**src/rtl/fp8_pkg.sv**
```systemverilog
// Shared FP8 minifloat definitions: field layout, bias, decoder FSM states
// and field-extraction helpers.
package fp8_pkg;

    localparam int FP8_W      = 8;
    localparam int FP8_EXP_W  = 4;
    localparam int FP8_MANT_W = 3;
    localparam int FP8_BIAS   = 7;

    localparam logic [FP8_EXP_W-1:0] FP8_EXP_SPECIAL = 4'hF;

    typedef enum logic [1:0] {
        IDLE  = 2'd0,
        SHIFT = 2'd1,
        FIX   = 2'd2,
        OUT   = 2'd3
    } state_t;

    function automatic logic fp8_sign(input logic [FP8_W-1:0] fp);
        return fp[FP8_W-1];
    endfunction

    function automatic logic [FP8_EXP_W-1:0] fp8_exp(input logic [FP8_W-1:0] fp);
        return fp[FP8_W-2 -: FP8_EXP_W];
    endfunction

    function automatic logic [FP8_MANT_W-1:0] fp8_mant(input logic [FP8_W-1:0] fp);
        return fp[FP8_MANT_W-1:0];
    endfunction

endpackage

```
**src/rtl/fp8_to_fixed_decoder.sv**
```systemverilog
// FP8 (1/4/3, bias 7) to signed fixed-point Q(INT_W).(FRAC_W) converter.
// Aligns the significand with a one-bit-per-clock shifter, then saturates,
// applies the sign and flags lost bits / overflow / NaN.
module fp8_to_fixed_decoder
    import fp8_pkg::*;
#(
    parameter int INT_W  = 8,
    parameter int FRAC_W = 8
) (
    input  logic                    clk,
    input  logic                    rst,
    input  logic                    in_valid,
    output logic                    in_ready,
    input  logic [FP8_W-1:0]        fp_in,
    output logic                    out_valid,
    input  logic                    out_ready,
    output logic [INT_W+FRAC_W-1:0] fx_out,
    output logic                    ovf,
    output logic                    inexact,
    output logic                    nan
);

    localparam int OUT_W     = INT_W + FRAC_W;
    localparam int CNT_W     = 8;
    localparam int MAX_RIGHT = 5;

    localparam logic [OUT_W-1:0] HALF_RANGE = {1'b1, {(OUT_W-1){1'b0}}};
    localparam logic [OUT_W-1:0] MOST_POS   = {1'b0, {(OUT_W-1){1'b1}}};

    state_t             state;
    logic [OUT_W-1:0]   acc;
    logic [CNT_W-1:0]   count;
    logic               dir_left;
    logic               sign_q;
    logic               sticky;
    logic               sat;
    logic               is_nan;

    logic [FP8_EXP_W-1:0]  in_exp;
    logic [FP8_EXP_W-1:0]  in_e_eff;
    logic [FP8_MANT_W:0]   in_sig;
    logic [CNT_W-1:0]      in_count;
    logic                  in_left;
    logic                  in_special;
    logic                  fix_over;
    int                    shift_amt;
    int                    shift_mag;

    assign in_ready = (state == IDLE);

    // Decode the incoming word into significand, shift direction and step count.
    always_comb begin
        // NOTE: every always_comb output gets a default first so no path can infer a latch.
        in_exp     = fp8_exp(fp_in);
        in_sig     = {in_exp != '0, fp8_mant(fp_in)};
        in_e_eff   = (in_exp != '0) ? in_exp : FP8_EXP_W'(1);
        in_special = (in_exp == FP8_EXP_SPECIAL);
        shift_amt  = int'(in_e_eff) - (FP8_BIAS + FP8_MANT_W) + FRAC_W;
        shift_mag  = shift_amt;
        if (shift_amt < 0) begin
            shift_mag = (-shift_amt > MAX_RIGHT) ? MAX_RIGHT : -shift_amt;
        end
        in_left  = (shift_amt > 0);
        in_count = CNT_W'(shift_mag);
    end

    // Magnitude exceeds the representable range for the latched sign.
    always_comb begin
        fix_over = (!sign_q && (acc >= HALF_RANGE)) || (sign_q && (acc > HALF_RANGE));
    end

    // Conversion FSM with accumulator/counter datapath and registered outputs.
    always_ff @(posedge clk) begin
        // NOTE: sequential state uses non-blocking assignments so every register samples pre-edge values.
        if (rst) begin
            state     <= IDLE;
            acc       <= '0;
            count     <= '0;
            dir_left  <= 1'b0;
            sign_q    <= 1'b0;
            sticky    <= 1'b0;
            sat       <= 1'b0;
            is_nan    <= 1'b0;
            out_valid <= 1'b0;
            fx_out    <= '0;
            ovf       <= 1'b0;
            inexact   <= 1'b0;
            nan       <= 1'b0;
        end else begin
            case (state)
                IDLE: begin
                    if (in_valid) begin
                        sign_q   <= fp8_sign(fp_in);
                        acc      <= OUT_W'(in_sig);
                        count    <= in_count;
                        dir_left <= in_left;
                        sticky   <= 1'b0;
                        sat      <= in_special && (fp8_mant(fp_in) == '0);
                        is_nan   <= in_special && (fp8_mant(fp_in) != '0);
                        state    <= (in_special || (in_count == '0)) ? FIX : SHIFT;
                    end
                end
                SHIFT: begin
                    if (dir_left && acc[OUT_W-1]) begin
                        // Another left step would drop the top bit: saturate now.
                        sat   <= 1'b1;
                        state <= FIX;
                    end else begin
                        if (dir_left) begin
                            acc <= acc << 1;
                        end else begin
                            acc    <= acc >> 1;
                            sticky <= sticky | acc[0];
                        end
                        count <= count - CNT_W'(1);
                        if (count == CNT_W'(1)) begin
                            state <= FIX;
                        end
                    end
                end
                FIX: begin
                    out_valid <= 1'b1;
                    state     <= OUT;
                    if (is_nan) begin
                        fx_out  <= '0;
                        ovf     <= 1'b0;
                        inexact <= 1'b0;
                        nan     <= 1'b1;
                    end else if (sat || fix_over) begin
                        fx_out  <= sign_q ? HALF_RANGE : MOST_POS;
                        ovf     <= 1'b1;
                        inexact <= 1'b0;
                        nan     <= 1'b0;
                    end else begin
                        fx_out  <= sign_q ? (~acc + OUT_W'(1)) : acc;
                        ovf     <= 1'b0;
                        inexact <= sticky;
                        nan     <= 1'b0;
                    end
                end
                OUT: begin
                    if (out_ready) begin
                        out_valid <= 1'b0;
                        state     <= IDLE;
                    end
                end
                default: state <= IDLE;
            endcase
        end
    end

endmodule
```
**config.mk**
```make
export PLATFORM = sky130hd
export DESIGN_NAME = fp8_to_fixed_decoder
export DESIGN_NICKNAME = d
export VERILOG_FILES = /design/src/rtl/fp8_pkg.sv /design/src/rtl/fp8_to_fixed_decoder.sv
export SDC_FILE = /design/constraint.sdc
export NUM_CORES = 1
export LEC_CHECK = 0
export CORE_ASPECT_RATIO = 1.5
export CORE_MARGIN = 4
export CORE_UTILIZATION = 35
export CTS_CLUSTER_DIAMETER = 60
export DETAILED_ROUTE_END_ITERATION = 10
export PLACE_DENSITY_LB_ADDON = 0.08
export SYNTH_ARGS = -nofsm -noshare
export SYNTH_HDL_FRONTEND = slang
export SYNTH_SLANG_ARGS = --single-unit
```
**constraint.sdc**
```tcl
create_clock -name clk -period 6.8 [get_ports clk]
set_input_delay 1.36 -clock clk [delete_from_list [all_inputs] [get_ports clk]]
set_output_delay 1.36 -clock clk [all_outputs]
set_load 0.03 [all_outputs]
```
==> metrics.cfg <==
[synth]
ys_async_sr_fraction_pct=0
yosysUniqueCellTypes=66
post_synth_instance_area_sq_mm=0.00343
yosys.area.top_type=dfxtp_1
synthesis.area_per_instance_sq_um=7.69
yosys_warnings=0
synth_fp_nets=479
synth.top_cells.by_area=dfxtp_1 (30%), ha_1 (7.3%), a21oi_1 (5.8%)
synth_seq_area_share_pct=29.8
synth_top_cell_area_share_pct=29.8
synth-seq-cells=51
synth_edf_count=0
synthesis.instances=446
postSynth.topFlopCell=dfxtp_1

[sta]
setup_viol=0
hold-worst-slack_ps=452
timing.final.max_slew_violations=0
relSlewSlack_pct=28.2
layout_min_cycle_time_ps=5560
totalNegativeSetupSlack_ps=0
max_freq_mhz=180
timing.clock.skew_ps=8.62
rsz0062_at_grt=false
timing.final.hold_violations=0
worst_slew_pin_slew_ps=1060
final.period_utilization_pct=81.8

[placement]
place.detailed.hpwl_um=7360
placement.cell_area_sq_mm=0.00378
port_buffers=32
global_placement_routability_congestion=0.864

[clocking]
clkSlewWorstSetupHoldPaths_ps=70
cts-htree-levels=2
clock_sink_count=51
cts-hold-fix-buffers=0
cts_made_buffers=5
post_cts_resize_count=0
number_of_buffers_on_the_longest_clock_path=2
postCtsSetupRepairBufs=0
insertion_delay_ps=290
ctsRootBufferMaster=clkbuf_16
clock_tree_from_tritoncts=built

[critical_path]
r2r_start=acc[0]
path_class=in -> reg
timing.critical_path.to_type=register
cp-start-kind=primary input
cp_data_arrival_time_ps=5770
cell_depth_of_the_worst_flop_to_flop_path=8
ff2ff_setup_slack_ps=4110
worst_r2r_endpoint=fx_out[0]
largest_fanout_of_any_net_on_the_critical_path=9
required_ps=7010

[die]
core_box_area_sq_mm=0.00963
rows=44
die_width_um=88.8
initial_core_util_pct=35.6
die_area_sq_mm=0.0115
die_h_um=129
io-pin-count=33

[pwr]
ir_drop_v=0.000231
power.leakage_uw=0.00146
p_clk_share_pct=20.5
sw_frac_of_total_pct=44.0
cell_internal_pwr_uw=797
logic_gate_share_of_total_power_pct=49.1
p_per_area_mw_per_mm2=360
power.net_switching_uw=625
seq_power_share_pct=30.5

[route]
dr.first_iter.drc_count=134
wire_per_inst_um=17.0
route.antenna.remaining_nets=0
detail_route.drc_violations=0
postRouteWirelength_um=9740
route.detailed.vias_per_inst=5.59
length_of_the_first_detailed_routing_pass_in_iterations=4
via_count=3204

[min_path]
hold_endpoint=fx_out[14]
worst_hold_path.num_cells=2
worst_hold_path_type=reg -> reg
hp-start=fx_out[14]

[global_route]
grt_max_degree=42
grt_remaining_overflow=0
wire_length_of_the_first_global_routing_pass_um=16100
grt_pass1_vias=3150
grt_antenna_before_repair=0
grt_util_all_layers_pct=18.0

[status]
outcome=finished clean

[final_layout]
area_delta_synth_final_pct=15.3
n_antenna_cell=0
post_route_cells_drive_above_1_share_pct=8.08
stdcell_area_sq_mm=0.00395
total_number_of_nets_in_the_final_design=490

[job]
max-cap-violations=0

==> Yosys cell counts, drive strengths merged, types with 3 or more instances <==
cell type	instances
o211ai	4
nor4	4
o21ai	18
a211oi	4
nor2	48
nand2b	6
nand3b	5
a22oi	3
a21oi	40
nand2	53
and2b	4
a31oi	9
mux2i	9
nor2b	3
inv	20
a21boi	3
clkbuf	28
xnor2	6
mux2	11
and3	3
a22o	3
or4	5
ha	20
o22ai	4
buf	3
nand3	21
or3	5
o221ai	3
nor3	14
dfxtp	51
==> sequential cells by signal (all words and copies together) (netlist names) <==
register,cells
sticky,1
fx_out,16
is_nan,1
sign_q,1
acc,16
inexact,1
count,8
nan,1
dir_left,1
state,2
out_valid,1
ovf,1
sat,1
==> power by group through the flow <==
| stage | Combinational [uW] | Clock [uW] | Sequential [uW] |
|---|---|---|---|
| floorplan | 501 | 0 | 445 |
| global placement | 704 | 0 | 440 |
| detailed placement | 703 | 0 | 442 |
| CTS | 706 | 300 | 435 |
| global route | 785 | 310 | 446 |
| finish | 698 | 291 | 434 |
==> stage by stage <==
stage | utilization, % | setup WS (ps) | total power, uW | cells
global route | 41.0 | 973 | 1540 | 573
global placement | 39.3 | 1020 | 1140 | 565
detailed placement | 39.3 | 921 | 1140 | 565
finish | 41.0 | 1240 | 1420 | 573
CTS | 41.0 | 1230 | 1440 | 573
floorplan | - | 2110 | 946 | 446
==> kinds of logic after synthesis <==
kind of cell    after synthesis  share of synthesized area, %
flops                        51                          29.8
xor+xnor                      8                          2.04
compound gates              112                          21.6
mux                          20                          6.24
simple gates                183                          26.4
fa+ha+maj                    21                          7.88
buf+inv                      51                          6.02
==> cells in the final DEF, fill, tap and decap left out, drive strengths merged, types with 14 or more instances in the layout <==
cell	Yosys	layout
ha	20	20
nand2	53	53
clkdlybuf4s50	0	32
nor3	14	14
nor2	48	48
nand3	21	21
a21oi	40	40
dfxtp	51	51
inv	20	20
o21ai	18	18
==> metal layers <==
layer	up-vias	track usage, %	share of wire [%]
met1	1535	21.3	42
met4	0	5.78	1.8
met5	-	0	0
met3	11	1.91	2.2
li1	1612	-	-
met2	46	33.0	54
==> worst max-delay path, cell delays in order <==
cell	delay, ps
clkdlybuf4s50_1	650
inv_1	80
ha_1	260
xnor2_1	590
inv_1	250
ha_1	310
or3_1	400
ha_1	190
nor4_1	260
o2111ai_1	210
a41oi_4	260
a31oi_1	150
or4_4	590
a311oi_2	210
==> layout make-up <==
type	count	area, sq um
Clock buffer	5	125
Clock inverter	3	43.8
Fill cell	986	5680
Inverter	20	75.1
Multi-Input combinational cell	344	2200
Sequential cell	51	1020
Tap cell	115	144
Timing Repair Buffer	35	343
==> how the worst max path moves through the flow <==
stage	slack, ps	to	cells after the start	start
4_1_cts	1230	state[1]	14	fp_in[4]
6_report	1240	state[1]	14	fp_in[4]
3_3_place_gp	1020	state[0]	14	fp_in[4]
2_1_floorplan	2110	state[0]	13	fp_in[4]
3_5_place_dp	920	state[0]	14	fp_in[4]
5_1_grt	970	state[1]	14	fp_in[4]
No activity file was read; power rests on OpenSTA's default activity.
